<file path="config.mk">
export PLATFORM = sky130hd
export DESIGN_NAME = mac_feeder
export DESIGN_NICKNAME = d
export VERILOG_FILES = /design/src/rtl/systolic_pkg.sv /design/src/rtl/mac_feeder_buf.sv /design/src/rtl/mac_feeder.sv
export SDC_FILE = /design/constraint.sdc
export NUM_CORES = 1
export LEC_CHECK = 0
export BUFFER_PORTS_ARGS = -buffer_cell sky130_fd_sc_hd__buf_2
export CAP_MARGIN = 20
export CORE_MARGIN = 5
export CORE_UTILIZATION = 55
export CTS_CLUSTER_DIAMETER = 80
export DETAILED_ROUTE_END_ITERATION = 6
export PLACE_DENSITY = 0.85
export SETUP_SLACK_MARGIN = 0.05
export SLEW_MARGIN = 5
export SYNTH_ARGS = -nofsm -noshare
export SYNTH_HDL_FRONTEND = slang
export SYNTH_SLANG_ARGS = --single-unit
</file>
<file path="constraint.sdc">
create_clock -name clk_i -period 41.2 [get_ports clk_i]
set_input_delay 12.36 -clock clk_i [delete_from_list [all_inputs] [get_ports clk_i]]
set_output_delay 12.36 -clock clk_i [all_outputs]
set_load 0.1 [all_outputs]
</file>
<file path="src/rtl/systolic_pkg.sv">
// Shared types and helpers for the systolic operand feeder.
package systolic_pkg;

  // Feeder sequencing states.
  typedef enum logic [2:0] {
    ST_IDLE  = 3'd0,
    ST_LOAD  = 3'd1,
    ST_CLEAR = 3'd2,
    ST_FEED  = 3'd3,
    ST_DRAIN = 3'd4
  } feeder_state_e;

  // Number of cycles needed to push a klen-deep job through an MxN skew.
  function automatic int unsigned skew_len(input int unsigned klen,
                                           input int unsigned m_rows,
                                           input int unsigned n_cols);
    return klen + m_rows + n_cols - 2;
  endfunction

endpackage

</file>
<file path="src/rtl/mac_feeder_buf.sv">
// K-slice operand store: one slice written per accepted beat, and every
// A/B lane reads its own slice index so the skew can be applied per lane.
module mac_feeder_buf
  import systolic_pkg::*;
#(
  parameter int DATA_WIDTH = 16,
  parameter int M_ROWS     = 4,
  parameter int N_COLS     = 4,
  parameter int K_DEPTH    = 8,
  parameter int AW         = 3
) (
  input  logic                                 clk_i,
  input  logic                                 wr_en_i,
  input  logic [AW-1:0]                        wr_idx_i,
  input  logic [M_ROWS-1:0][DATA_WIDTH-1:0]    wr_a_i,
  input  logic [N_COLS-1:0][DATA_WIDTH-1:0]    wr_b_i,
  input  logic [M_ROWS-1:0][AW-1:0]            rd_idx_a_i,
  input  logic [N_COLS-1:0][AW-1:0]            rd_idx_b_i,
  output logic [M_ROWS-1:0][DATA_WIDTH-1:0]    rd_a_o,
  output logic [N_COLS-1:0][DATA_WIDTH-1:0]    rd_b_o
);

  logic [M_ROWS-1:0][DATA_WIDTH-1:0] mem_a [K_DEPTH];
  logic [N_COLS-1:0][DATA_WIDTH-1:0] mem_b [K_DEPTH];

  // Slice write; contents are never reset since every job rewrites what it reads.
  always_ff @(posedge clk_i) begin
    if (wr_en_i) begin
      mem_a[wr_idx_i] <= wr_a_i;
      mem_b[wr_idx_i] <= wr_b_i;
    end
  end

  // Per-lane read taps; the top registers these into the output lanes.
  for (genvar gi = 0; gi < M_ROWS; gi++) begin : g_rd_a
    assign rd_a_o[gi] = mem_a[rd_idx_a_i[gi]][gi];
  end
  for (genvar gi = 0; gi < N_COLS; gi++) begin : g_rd_b
    assign rd_b_o[gi] = mem_b[rd_idx_b_i[gi]][gi];
  end

endmodule

</file>
<file path="src/rtl/mac_feeder.sv">
// Buffers a K-deep job of A/B slices, then streams them diagonally skewed
// into an MxN MAC array, framed by a clear cycle and a zero drain.
module mac_feeder
  import systolic_pkg::*;
#(
  parameter int DATA_WIDTH   = 16,
  parameter int M_ROWS       = 4,
  parameter int N_COLS       = 4,
  parameter int K_DEPTH      = 8,
  parameter int DRAIN_CYCLES = 2,
  localparam int KW = $clog2(K_DEPTH + 1)
) (
  input  logic                              clk_i,
  input  logic                              rst_i,
  input  logic                              start_i,
  input  logic [KW-1:0]                     k_len_i,
  input  logic                              in_valid_i,
  output logic                              in_ready_o,
  input  logic [M_ROWS-1:0][DATA_WIDTH-1:0] in_a_i,
  input  logic [N_COLS-1:0][DATA_WIDTH-1:0] in_b_i,
  output logic [M_ROWS-1:0][DATA_WIDTH-1:0] array_a_o,
  output logic [N_COLS-1:0][DATA_WIDTH-1:0] array_b_o,
  output logic                              feed_a_valid_o,
  output logic                              feed_b_valid_o,
  output logic                              a_clr_o,
  output logic                              b_clr_o,
  output logic                              acc_clr_o,
  output logic                              busy_o,
  output logic                              done_o
);

  localparam int AW   = (K_DEPTH > 1) ? $clog2(K_DEPTH) : 1;
  localparam int CMAX = (K_DEPTH + M_ROWS + N_COLS > DRAIN_CYCLES) ?
                        (K_DEPTH + M_ROWS + N_COLS) : DRAIN_CYCLES;
  localparam int CW   = $clog2(CMAX + 1);

  feeder_state_e state_q;
  logic [KW-1:0] klen_q;
  logic [KW-1:0] k_q;
  logic [CW-1:0] cnt_q;
  logic          ready_q, busy_q, done_q, clr_q, valid_q;

  logic [CW-1:0] feed_len;
  logic [CW-1:0] t_next;
  logic          feed_next;
  logic          wr_en;
  logic [M_ROWS-1:0]                 en_a;
  logic [N_COLS-1:0]                 en_b;
  logic [M_ROWS-1:0][AW-1:0]         idx_a;
  logic [N_COLS-1:0][AW-1:0]         idx_b;
  logic [M_ROWS-1:0][DATA_WIDTH-1:0] rd_a, lane_a_q;
  logic [N_COLS-1:0][DATA_WIDTH-1:0] rd_b, lane_b_q;

  assign feed_len = CW'(skew_len(32'(klen_q), M_ROWS, N_COLS));
  assign wr_en    = (state_q == ST_LOAD) && ready_q && in_valid_i;

  // Slice time the lanes will show after the next edge, so lane data lands with the state.
  always_comb begin
    feed_next = 1'b0;
    t_next    = '0;
    if (state_q == ST_CLEAR) begin
      feed_next = 1'b1;
    end else if ((state_q == ST_FEED) && (cnt_q != feed_len - CW'(1))) begin
      feed_next = 1'b1;
      t_next    = cnt_q + CW'(1);
    end
  end

  for (genvar gi = 0; gi < M_ROWS; gi++) begin : g_idx_a
    // Row gi lags the array edge by gi cycles: it carries slice t-gi when in range.
    always_comb begin
      en_a[gi]  = (t_next >= CW'(gi)) && ((t_next - CW'(gi)) < CW'(klen_q));
      idx_a[gi] = en_a[gi] ? AW'(t_next - CW'(gi)) : '0;
    end
  end
  for (genvar gi = 0; gi < N_COLS; gi++) begin : g_idx_b
    // Column gi lags by gi cycles in the same way.
    always_comb begin
      en_b[gi]  = (t_next >= CW'(gi)) && ((t_next - CW'(gi)) < CW'(klen_q));
      idx_b[gi] = en_b[gi] ? AW'(t_next - CW'(gi)) : '0;
    end
  end

  mac_feeder_buf #(
    .DATA_WIDTH(DATA_WIDTH), .M_ROWS(M_ROWS), .N_COLS(N_COLS),
    .K_DEPTH(K_DEPTH), .AW(AW)
  ) u_buf (
    .clk_i     (clk_i),
    .wr_en_i   (wr_en),
    .wr_idx_i  (k_q[AW-1:0]),
    .wr_a_i    (in_a_i),
    .wr_b_i    (in_b_i),
    .rd_idx_a_i(idx_a),
    .rd_idx_b_i(idx_b),
    .rd_a_o    (rd_a),
    .rd_b_o    (rd_b)
  );

  for (genvar gi = 0; gi < M_ROWS; gi++) begin : g_lane_a
    // Registered A lane: operand when in its skew window, zero otherwise.
    always_ff @(posedge clk_i) begin
      if (rst_i) lane_a_q[gi] <= '0;
      else       lane_a_q[gi] <= (feed_next && en_a[gi]) ? rd_a[gi] : '0;
    end
  end
  for (genvar gi = 0; gi < N_COLS; gi++) begin : g_lane_b
    // Registered B lane: operand when in its skew window, zero otherwise.
    always_ff @(posedge clk_i) begin
      if (rst_i) lane_b_q[gi] <= '0;
      else       lane_b_q[gi] <= (feed_next && en_b[gi]) ? rd_b[gi] : '0;
    end
  end

  // Job sequencer with registered control outputs. in_ready rises one cycle
  // after entering LOAD, giving a single setup cycle before beats are taken.
  always_ff @(posedge clk_i) begin
    if (rst_i) begin
      state_q <= ST_IDLE;
      klen_q  <= '0;
      k_q     <= '0;
      cnt_q   <= '0;
      ready_q <= 1'b0;
      busy_q  <= 1'b0;
      done_q  <= 1'b0;
      clr_q   <= 1'b0;
      valid_q <= 1'b0;
    end else begin
      done_q <= 1'b0;
      unique case (state_q)
        ST_IDLE: begin
          if (start_i) begin
            if (k_len_i == '0) begin
              done_q <= 1'b1;
            end else begin
              state_q <= ST_LOAD;
              klen_q  <= (k_len_i > KW'(K_DEPTH)) ? KW'(K_DEPTH) : k_len_i;
              k_q     <= '0;
              busy_q  <= 1'b1;
            end
          end
        end
        ST_LOAD: begin
          if (!ready_q) begin
            ready_q <= 1'b1;
          end else if (in_valid_i) begin
            if (k_q == klen_q - KW'(1)) begin
              state_q <= ST_CLEAR;
              ready_q <= 1'b0;
              clr_q   <= 1'b1;
              k_q     <= '0;
            end else begin
              k_q <= k_q + KW'(1);
            end
          end
        end
        ST_CLEAR: begin
          state_q <= ST_FEED;
          clr_q   <= 1'b0;
          valid_q <= 1'b1;
          cnt_q   <= '0;
        end
        ST_FEED: begin
          if (cnt_q == feed_len - CW'(1)) begin
            cnt_q <= '0;
            if (DRAIN_CYCLES == 0) begin
              state_q <= ST_IDLE;
              valid_q <= 1'b0;
              busy_q  <= 1'b0;
              done_q  <= 1'b1;
            end else begin
              state_q <= ST_DRAIN;
            end
          end else begin
            cnt_q <= cnt_q + CW'(1);
          end
        end
        ST_DRAIN: begin
          if (cnt_q == CW'(DRAIN_CYCLES - 1)) begin
            state_q <= ST_IDLE;
            cnt_q   <= '0;
            valid_q <= 1'b0;
            busy_q  <= 1'b0;
            done_q  <= 1'b1;
          end else begin
            cnt_q <= cnt_q + CW'(1);
          end
        end
        default: state_q <= ST_IDLE;
      endcase
    end
  end

  assign in_ready_o     = ready_q;
  assign busy_o         = busy_q;
  assign done_o         = done_q;
  assign a_clr_o        = clr_q;
  assign b_clr_o        = clr_q;
  assign acc_clr_o      = clr_q;
  assign feed_a_valid_o = valid_q;
  assign feed_b_valid_o = valid_q;
  assign array_a_o      = lane_a_q;
  assign array_b_o      = lane_b_q;

endmodule
</file>
==> results_tabular.tex, run 1 <==
\begin{tabular}{lr}
\hline
Metric & Value \\
\hline
\multicolumn{2}{l}{\textbf{Outcome}} \\
Result of the run & finished, violations left \\
Violated checks & design-rule violations \\
\multicolumn{2}{l}{\textbf{Yosys}} \\
Cell taking the most area after synthesis & sky130\_fd\_sc\_hd\_\_edfxtp\_1 \\
Mean instance size in the synthesized netlist & 15.41 um\^{}2 \\
Total of flip-flops plus latches after synthesis & 1173 \\
Nets in the synthesized netlist & 3027 \\
Most used flip-flop cell after synthesis & sky130\_fd\_sc\_hd\_\_edfxtp\_1 \\
Number of unique standard cell types used by synthesis & 75 \\
Cell count after synthesis & 2867 \\
Sequential cell area fraction in the yosys report & 76.37\% \\
Leading cell types by count after synthesis & 1024 x sky130\_fd\_sc\_hd\_\_edfxtp\_1, 321 x sky130\_fd\_sc\_hd\_\_nand2\_1, 149 x sky130\_fd\_sc\_hd\_\_dfxtp\_1, 142 x sky130\_fd\_sc\_hd\_\_o21ai\_0, 131 x sky130\_fd\_sc\_hd\_\_a21oi\_1 \\
Ys async rst share & 0\% \\
Fraction of post-synthesis cell area in the top cell type by area & 69.62\% \\
Number of enable flip-flop cells after synthesis & 1024 \\
Most frequent cell after synthesis & sky130\_fd\_sc\_hd\_\_edfxtp\_1 \\
Yosys warning count & 0 \\
Total standard cell area after synthesis & 44170 um\^{}2 \\
Synth top area cells & sky130\_fd\_sc\_hd\_\_edfxtp\_1 70\%, sky130\_fd\_sc\_hd\_\_dfxtp\_1 6.8\%, sky130\_fd\_sc\_hd\_\_nand2\_1 2.7\% \\
\multicolumn{2}{l}{\textbf{Layout}} \\
Post-layout instance count excluding filler cells & 4270 \\
Net total in the final layout & 3265 \\
Relative area change from synthesis to final layout & 13.40\% \\
Share of post-route cells with drive strength above 1 & 17.85\% \\
Final core utilization & 62.59\% \\
Final standard cell area without fillers & 50090 um\^{}2 \\
\multicolumn{2}{l}{\textbf{Power}} \\
Power per unit of standard cell area & 46.95 nW/um\^{}2 \\
Share of power burned in combinational logic & 3.2\% \\
Leakage power & 17.49 nW \\
Post-layout total power & 2.352 mW \\
Relative contribution of the clock network to total power & 41.5\% \\
Flop pwr share & 55.3\% \\
Internal power consumption & 1.877 mW \\
Reported net switching power & 474.3 uW \\
Maximum VDD drop & 36.55 uV \\
Switching part of the total & 20.17\% \\
\multicolumn{2}{l}{\textbf{Timing}} \\
Count of endpoints failing hold in the final timing report & 0 \\
Final min period & 14560 ps \\
Relative max-transition margin & 24.82\% \\
RSZ-0062 raised after global routing & false \\
Final setup violation count & 0 \\
Worst-Margin Slew & 1125 ps \\
Worst setup skew after layout & 20.75 ps \\
Number of max-slew violations in the final report & 0 \\
Highest achievable clock rate & 0.06866 GHz \\
Fraction of the cycle the final worst path needs & 35.35\% \\
Sum of negative setup slack & 0 ps \\
\multicolumn{2}{l}{\textbf{Placed design}} \\
Total instance count after detailed placement & 4056 \\
Global placement routability congestion & 0.8452 \\
DP Wirelength & 56230 um \\
Cell Area, Placed & 46570 um\^{}2 \\
Port Buf Inserts & 271 \\
\multicolumn{2}{l}{\textbf{Setup path}} \\
Crit-path max FO & 65 \\
Cells on worst reg2reg path & 20 \\
Startpoint class of the critical path & input port \\
Worst EP required & 41470 ps \\
Worst reg2reg endpoint & array\_b\_o[49] \\
Worst R2R Setup Slack & 32790 ps \\
Beginning of the worst register-to-register path & klen\_q[0] \\
Path type of the worst setup path & in -> reg \\
Data arrival time of the critical path & 14830 ps \\
CP endpoint kind & flip-flop \\
\multicolumn{2}{l}{\textbf{Global route}} \\
Global-route total usage across every layer & 23.50\% \\
Wire length of the first global-routing pass & 157100 um \\
Largest net degree at the start of global routing & 129 \\
Antenna violations before repair & 17 \\
Congestion Overflow GR & 0 \\
Vias in the first global route & 26.56k \\
\multicolumn{2}{l}{\textbf{CTS}} \\
Clock root buffer & sky130\_fd\_sc\_hd\_\_clkbuf\_16 \\
CTS tree & done \\
\# resized after CTS & 0 \\
CTS H-Tree Depth & 3 \\
Total CTS buffers & 107 \\
CTS sink count & 1173 \\
Cts-stage hold buffer count & 0 \\
Setup repair bufs after CTS & 0 \\
Reg clk slew, reported paths & 60 ps \\
Skew-Pair Late Insertion Delay & 670 ps \\
Deepest clock path buffer count & 3 \\
\multicolumn{2}{l}{\textbf{Route}} \\
DRT iter0 DRCs & 3472 \\
Detailed-route wire length per cell & 24.43 um \\
DRT antenna net count & 0 \\
Via count & 26.39k \\
Average via count per standard cell & 6.180 \\
DRC & 4 \\
DRT Pass-1 Iters & 7 \\
Total Routed Length & 104300 um \\
\multicolumn{2}{l}{\textbf{Die}} \\
Die footprint & 86070 um\^{}2 \\
FP Rows & 104 \\
I/O pin cnt & 272 \\
Core Box Area & 80030 um\^{}2 \\
Initial core utilization & 55.19\% \\
Die height & 293.4 um \\
Die W & 293.4 um \\
\multicolumn{2}{l}{\textbf{Hold path}} \\
Hold WC Path Type & reg -> reg \\
Number of stages on the worst hold path & 2 \\
End point of the most critical hold path & array\_a\_o[56] \\
Min-Delay Startpoint & u\_buf.mem\_a[2][56] \\
\multicolumn{2}{l}{\textbf{Job}} \\
Max-cap violation count & 0 \\
\hline
\end{tabular}
-- sequential cells by signal, summed over array words and instances, names as in the netlist --
register and flops:
state_q 3, array_b_o 64, k_q 4, array_a_o 64, feed_a_valid_o 1, u_buf.mem_b 512
in_ready_o 1, u_buf.mem_a 512, a_clr_o 1, cnt_q 5, done_o 1, busy_o 1
klen_q 4
-- how the worst max path moves through the flow --
stage,endpoint,cells after the start,startpoint
after floorplan,u_buf.mem_a[0][0],3,in_valid_i
after global placement,u_buf.mem_b[5][51],5,in_valid_i
after detailed placement,u_buf.mem_a[5][61],5,in_valid_i
after CTS,u_buf.mem_a[5][61],5,in_valid_i
after global routing,u_buf.mem_a[5][53],5,in_valid_i
final,u_buf.mem_a[5][61],5,in_valid_i
-- worst max-delay path: stages --
cell,delay [ps]
sky130_fd_sc_hd__buf_2,100
sky130_fd_sc_hd__nand4_1,350
sky130_fd_sc_hd__nor2_4,200
sky130_fd_sc_hd__buf_4,770
sky130_fd_sc_hd__buf_4,960
-- logic make-up (layout without fill, tap and decap cells) --
| logic type | count (synthesis) | after routing | synth area share (%) |
|---|---|---|---|
| XOR/XNOR | 27 | 27 | 0.5354 |
| adder cells (fa/ha/maj) | 24 | 24 | 0.6799 |
| multiplexers | 141 | 141 | 3.736 |
| other | 0 | 11 | 0 |
| buffers and inverters | 220 | 552 | 2.096 |
| flip-flops | 1173 | 1173 | 76.37 |
| AND/OR/NAND/NOR | 600 | 600 | 5.980 |
| AO/OA/AOI/OAI | 682 | 682 | 10.60 |
-- stage by stage --
step,hold slack (ps),setup slack (ps)
finish,494.9,26640
global route,520.8,26540
CTS,498.9,26670
detailed placement,483.0,25960
global placement,479.8,26020
floorplan,462.1,18990
-- placed cells by master, fill, tap and decap left out, types with 19 or more instances in the layout --
cell                        count
sky130_fd_sc_hd__a211o_1       31
sky130_fd_sc_hd__a21oi_1      130
sky130_fd_sc_hd__a222oi_1      19
sky130_fd_sc_hd__a22oi_1       23
sky130_fd_sc_hd__a31oi_1       19
sky130_fd_sc_hd__and3_1        49
sky130_fd_sc_hd__buf_2        271
sky130_fd_sc_hd__buf_4         42
sky130_fd_sc_hd__clkbuf_1      40
sky130_fd_sc_hd__clkbuf_16    108
sky130_fd_sc_hd__clkinv_2      21
sky130_fd_sc_hd__dfxtp_1      148
sky130_fd_sc_hd__edfxtp_1    1024
sky130_fd_sc_hd__ha_1          24
sky130_fd_sc_hd__inv_1         29
sky130_fd_sc_hd__mux2_2        41
sky130_fd_sc_hd__mux2i_1       85
sky130_fd_sc_hd__nand2_1      321
sky130_fd_sc_hd__nor2_1       118
sky130_fd_sc_hd__nor3_1        25
sky130_fd_sc_hd__o211ai_1      31
sky130_fd_sc_hd__o21ai_0      142
sky130_fd_sc_hd__o221ai_1      42
sky130_fd_sc_hd__o22a_1        22
sky130_fd_sc_hd__o22ai_1       61
sky130_fd_sc_hd__o2bb2ai_1     31
-- metal layers --
layer | global-route usage [%] | vias to the layer above | part of all wire, % | wire [um]
li1 | - | 11619 | - | -
met1 | 31.75 | 13216 | 39 | 41000
met2 | 38.50 | 1336 | 49 | 51210
met3 | 4.732 | 206 | 8.7 | 9090
met4 | 8.606 | 12 | 2.8 | 2971
met5 | 0 | - | 0.066 | 69
-- cell type report --
type,instances,area (um^2)
antenna,11,27.53
multi-input combinational,1474,9644
sequential,1173,33730
tap,1060,1326
fill,5417,29940
inverter,33,131.4
clock buffer,161,3032
timing repair buffer,316,1732
clock inverter,42,459.2
-- power by group through the flow --
stage	combinational [mW]	sequential, mW	clock [mW]
2_1_floorplan	0.0371	1.33	0
3_3_place_gp	0.0715	1.33	0
3_5_place_dp	0.0739	1.33	0
4_1_cts	0.0746	1.30	0.985
5_1_grt	0.0808	1.30	1.04
6_report	0.0749	1.30	0.976
Note: power is estimated with default switching activity, not from simulation.
==> run 2: changes to the inputs <==
==> constraint.sdc (replaced) <==
create_clock -name clk_i -period 15 [get_ports clk_i]
set_input_delay 4.5 -clock clk_i [delete_from_list [all_inputs] [get_ports clk_i]]
set_output_delay 4.5 -clock clk_i [all_outputs]
set_load 0.1 [all_outputs]
==> results_tabular.tex, run 2 (synthesis gave the netlist of run 1 again) <==
\begin{tabular}{lr}
\hline
Metric & Value \\
\hline
\multicolumn{2}{l}{\textbf{Setup path}} \\
Crit-path max FO & 78 \\
WP buf/inv & 4 \\
Cells on worst reg2reg path & 21 \\
Startpoint class of the critical path & flip-flop \\
Critical-path cell with the highest stage delay & sky130\_fd\_sc\_hd\_\_nand2\_2 \\
Cell family with the largest share of critical-path delay & simple AND/OR/NAND/NOR gates \\
Stages on worst setup path & 21 \\
Worst EP required & 15560 ps \\
Path type of the worst setup path & reg -> reg \\
List of cells traversed by the critical path & inv\_1 -> ha\_1 -> xor2\_1 -> nor3\_2 -> o211ai\_2 -> nand2\_8 -> inv\_8 -> ha\_1 -> o41ai\_1 -> or3\_1 -> inv\_2 -> ha\_1 -> a21o\_1 -> a21oi\_1 -> o31a\_1 -> o31ai\_1 -> or4\_1 -> buf\_4 -> nand2\_2 -> nor2\_1 -> o22ai\_1 \\
CP endpoint kind & flip-flop \\
Most used cell along the critical path & sky130\_fd\_sc\_hd\_\_ha\_1 \\
Crit-path max cell delay & 700 ps \\
Data arrival time of the critical path & 7670 ps \\
\multicolumn{2}{l}{\textbf{Die}} \\
Initial core utilization & 55.19\% \\
Die footprint & 86070 um\^{}2 \\
Die height & 293.4 um \\
I/O pin cnt & 272 \\
Core Box Area & 80030 um\^{}2 \\
Die W & 293.4 um \\
FP Rows & 104 \\
\multicolumn{2}{l}{\textbf{Layout}} \\
Sequential cell area & 33730 um\^{}2 \\
Most common cell after layout, fill and taps aside & sky130\_fd\_sc\_hd\_\_edfxtp\_1 \\
Most frequent cells in the layout & 1024 x sky130\_fd\_sc\_hd\_\_edfxtp\_1, 321 x sky130\_fd\_sc\_hd\_\_nand2\_1, 271 x sky130\_fd\_sc\_hd\_\_buf\_2 \\
Area of combinational cells with multiple inputs & 9651 um\^{}2 \\
Fill cell instance count of the final layout & 5534 \\
Final standard cell area without fillers & 50320 um\^{}2 \\
Relative area change from synthesis to final layout & 13.93\% \\
Leading registers by flop count & u\_buf.mem\_a x512, u\_buf.mem\_b x512 \\
Net total in the final layout & 3277 \\
Share of post-route cells with drive strength above 1 & 18.36\% \\
\multicolumn{2}{l}{\textbf{Route}} \\
DRT antenna net count & 0 \\
Detailed-route wire length per cell & 24.95 um \\
Total Routed Length & 107100 um \\
DRC & 0 \\
DRT iter0 DRCs & 3243 \\
Average via count per standard cell & 6.179 \\
Via count & 26.53k \\
DRT Pass-1 Iters & 6 \\
\multicolumn{2}{l}{\textbf{Timing}} \\
Count of endpoints failing hold in the final timing report & 0 \\
Worst-Margin Slew & 1110 ps \\
Highest achievable clock rate & 0.1408 GHz \\
Sum of negative setup slack & 0 ps \\
Fraction of the cycle the final worst path needs & 47.36\% \\
Relative max-transition margin & 26.02\% \\
Worst setup skew after layout & 26.50 ps \\
Final min period & 7104 ps \\
RSZ-0062 raised after global routing & false \\
Number of max-slew violations in the final report & 0 \\
Final setup violation count & 0 \\
\multicolumn{2}{l}{\textbf{Hold path}} \\
Hold WC Path Type & reg -> reg \\
Number of stages on the worst hold path & 2 \\
\multicolumn{2}{l}{\textbf{Placed design}} \\
DP Wirelength & 57430 um \\
Cell Area, Placed & 46610 um\^{}2 \\
Global placement routability congestion & 0.8477 \\
Port Buf Inserts & 271 \\
\multicolumn{2}{l}{\textbf{CTS}} \\
Cts-stage hold buffer count & 0 \\
Reg clk slew, reported paths & 60 ps \\
Deepest clock path buffer count & 3 \\
Total CTS buffers & 110 \\
Clock root buffer & sky130\_fd\_sc\_hd\_\_clkbuf\_16 \\
\# resized after CTS & 0 \\
CTS sink count & 1173 \\
Skew-Pair Late Insertion Delay & 670 ps \\
Setup repair bufs after CTS & 0 \\
CTS H-Tree Depth & 3 \\
CTS tree & done \\
\multicolumn{2}{l}{\textbf{Power}} \\
Leakage power & 17.61 nW \\
Power per unit of standard cell area & 130.0 nW/um\^{}2 \\
Maximum VDD drop & 105.2 uV \\
\multicolumn{2}{l}{\textbf{Global route}} \\
Antenna violations before repair & 25 \\
Global-route total usage across every layer & 24.24\% \\
Wire length of the first global-routing pass & 161100 um \\
Largest net degree at the start of global routing & 129 \\
Vias in the first global route & 26.59k \\
Congestion Overflow GR & 0 \\
\multicolumn{2}{l}{\textbf{Outcome}} \\
Result of the run & finished clean \\
\multicolumn{2}{l}{\textbf{Job}} \\
Max-cap violation count & 0 \\
\hline
\end{tabular}
run 2: cell types whose count changed in the layout (fill, tap and decap cells not counted), moves of 3 or more:
cell	delta
sky130_fd_sc_hd__buf_4	+8
sky130_fd_sc_hd__clkbuf_1	-14
sky130_fd_sc_hd__clkbuf_16	+4
sky130_fd_sc_hd__clkinv_1	+9
sky130_fd_sc_hd__clkinv_2	+3
sky130_fd_sc_hd__diode_2	+9
run 2: final timing paths:
path | slack [ps] | to | start
worst min register to register | 480 | busy_o | busy_o
worst max-delay path | 7900 | array_a_o[48] | klen_q[0]
worst max register to register | 7900 | array_a_o[48] | klen_q[0]
worst min-delay path | 480 | busy_o | busy_o
run 2: worst reg2reg max path, cell delays in order, from the launching register on:
cell	delay (ps)
sky130_fd_sc_hd__dfxtp_1	470
sky130_fd_sc_hd__inv_1	120
sky130_fd_sc_hd__ha_1	350
sky130_fd_sc_hd__xor2_1	160
sky130_fd_sc_hd__nor3_2	380
sky130_fd_sc_hd__o211ai_2	430
sky130_fd_sc_hd__nand2_8	610
sky130_fd_sc_hd__inv_8	410
sky130_fd_sc_hd__ha_1	460
sky130_fd_sc_hd__o41ai_1	360
sky130_fd_sc_hd__or3_1	500
sky130_fd_sc_hd__inv_2	80
sky130_fd_sc_hd__ha_1	310
sky130_fd_sc_hd__a21o_1	170
sky130_fd_sc_hd__a21oi_1	140
sky130_fd_sc_hd__o31a_1	140
sky130_fd_sc_hd__o31ai_1	120
sky130_fd_sc_hd__or4_1	430
sky130_fd_sc_hd__buf_4	300
sky130_fd_sc_hd__nand2_2	710
sky130_fd_sc_hd__nor2_1	130
sky130_fd_sc_hd__o22ai_1	260
run 2: layout make-up:
type	instances	share of cell area, %
clock buffers	149	6.064
well taps	1060	2.636
repair buffers	325	3.615
diodes	20	0.09946
multi-input cells	1474	19.18
inverters	33	0.2611
clock inverters	59	1.111
flip-flops and latches	1173	67.04
run 2: report_power, final:
group | total (mW) | leakage [nW] | switching (mW) | internal [mW]
combinational | 0.207 | 5.43 | 0.151 | 0.0562
clock | 2.76 | 1.77 | 1.18 | 1.58
sequential | 3.57 | 10.4 | 0.0122 | 3.56
total | 6.54 | 17.6 | 1.34 | 5.20
run 2: metrics by stage:
step                      worst slack [ps]  total power, mW  utilization (%)  cells  hold WS (ps)
after floorplan                      651.4            3.761                -   2867         462.1
after global placement                7725            3.839            58.24   4062         462.7
after detailed placement              7687            3.848            58.24   4062         468.3
after CTS                             7692            6.572            62.75   4270         479.9
after global routing                  7338            6.735            62.86   4285         523.1
final                                 7896            6.542            62.88   4293         476.0
run 2: routing by layer:
| metal | vias to the layer above | track usage, % | share of wire (%) |
|---|---|---|---|
| met4 | 16 | 8.376 | 2.6 |
| li1 | 11655 | - | - |
| met3 | 184 | 5.132 | 8.9 |
| met2 | 1357 | 39.83 | 50 |
| met5 | - | 0 | 0.088 |
| met1 | 13316 | 32.69 | 39 |
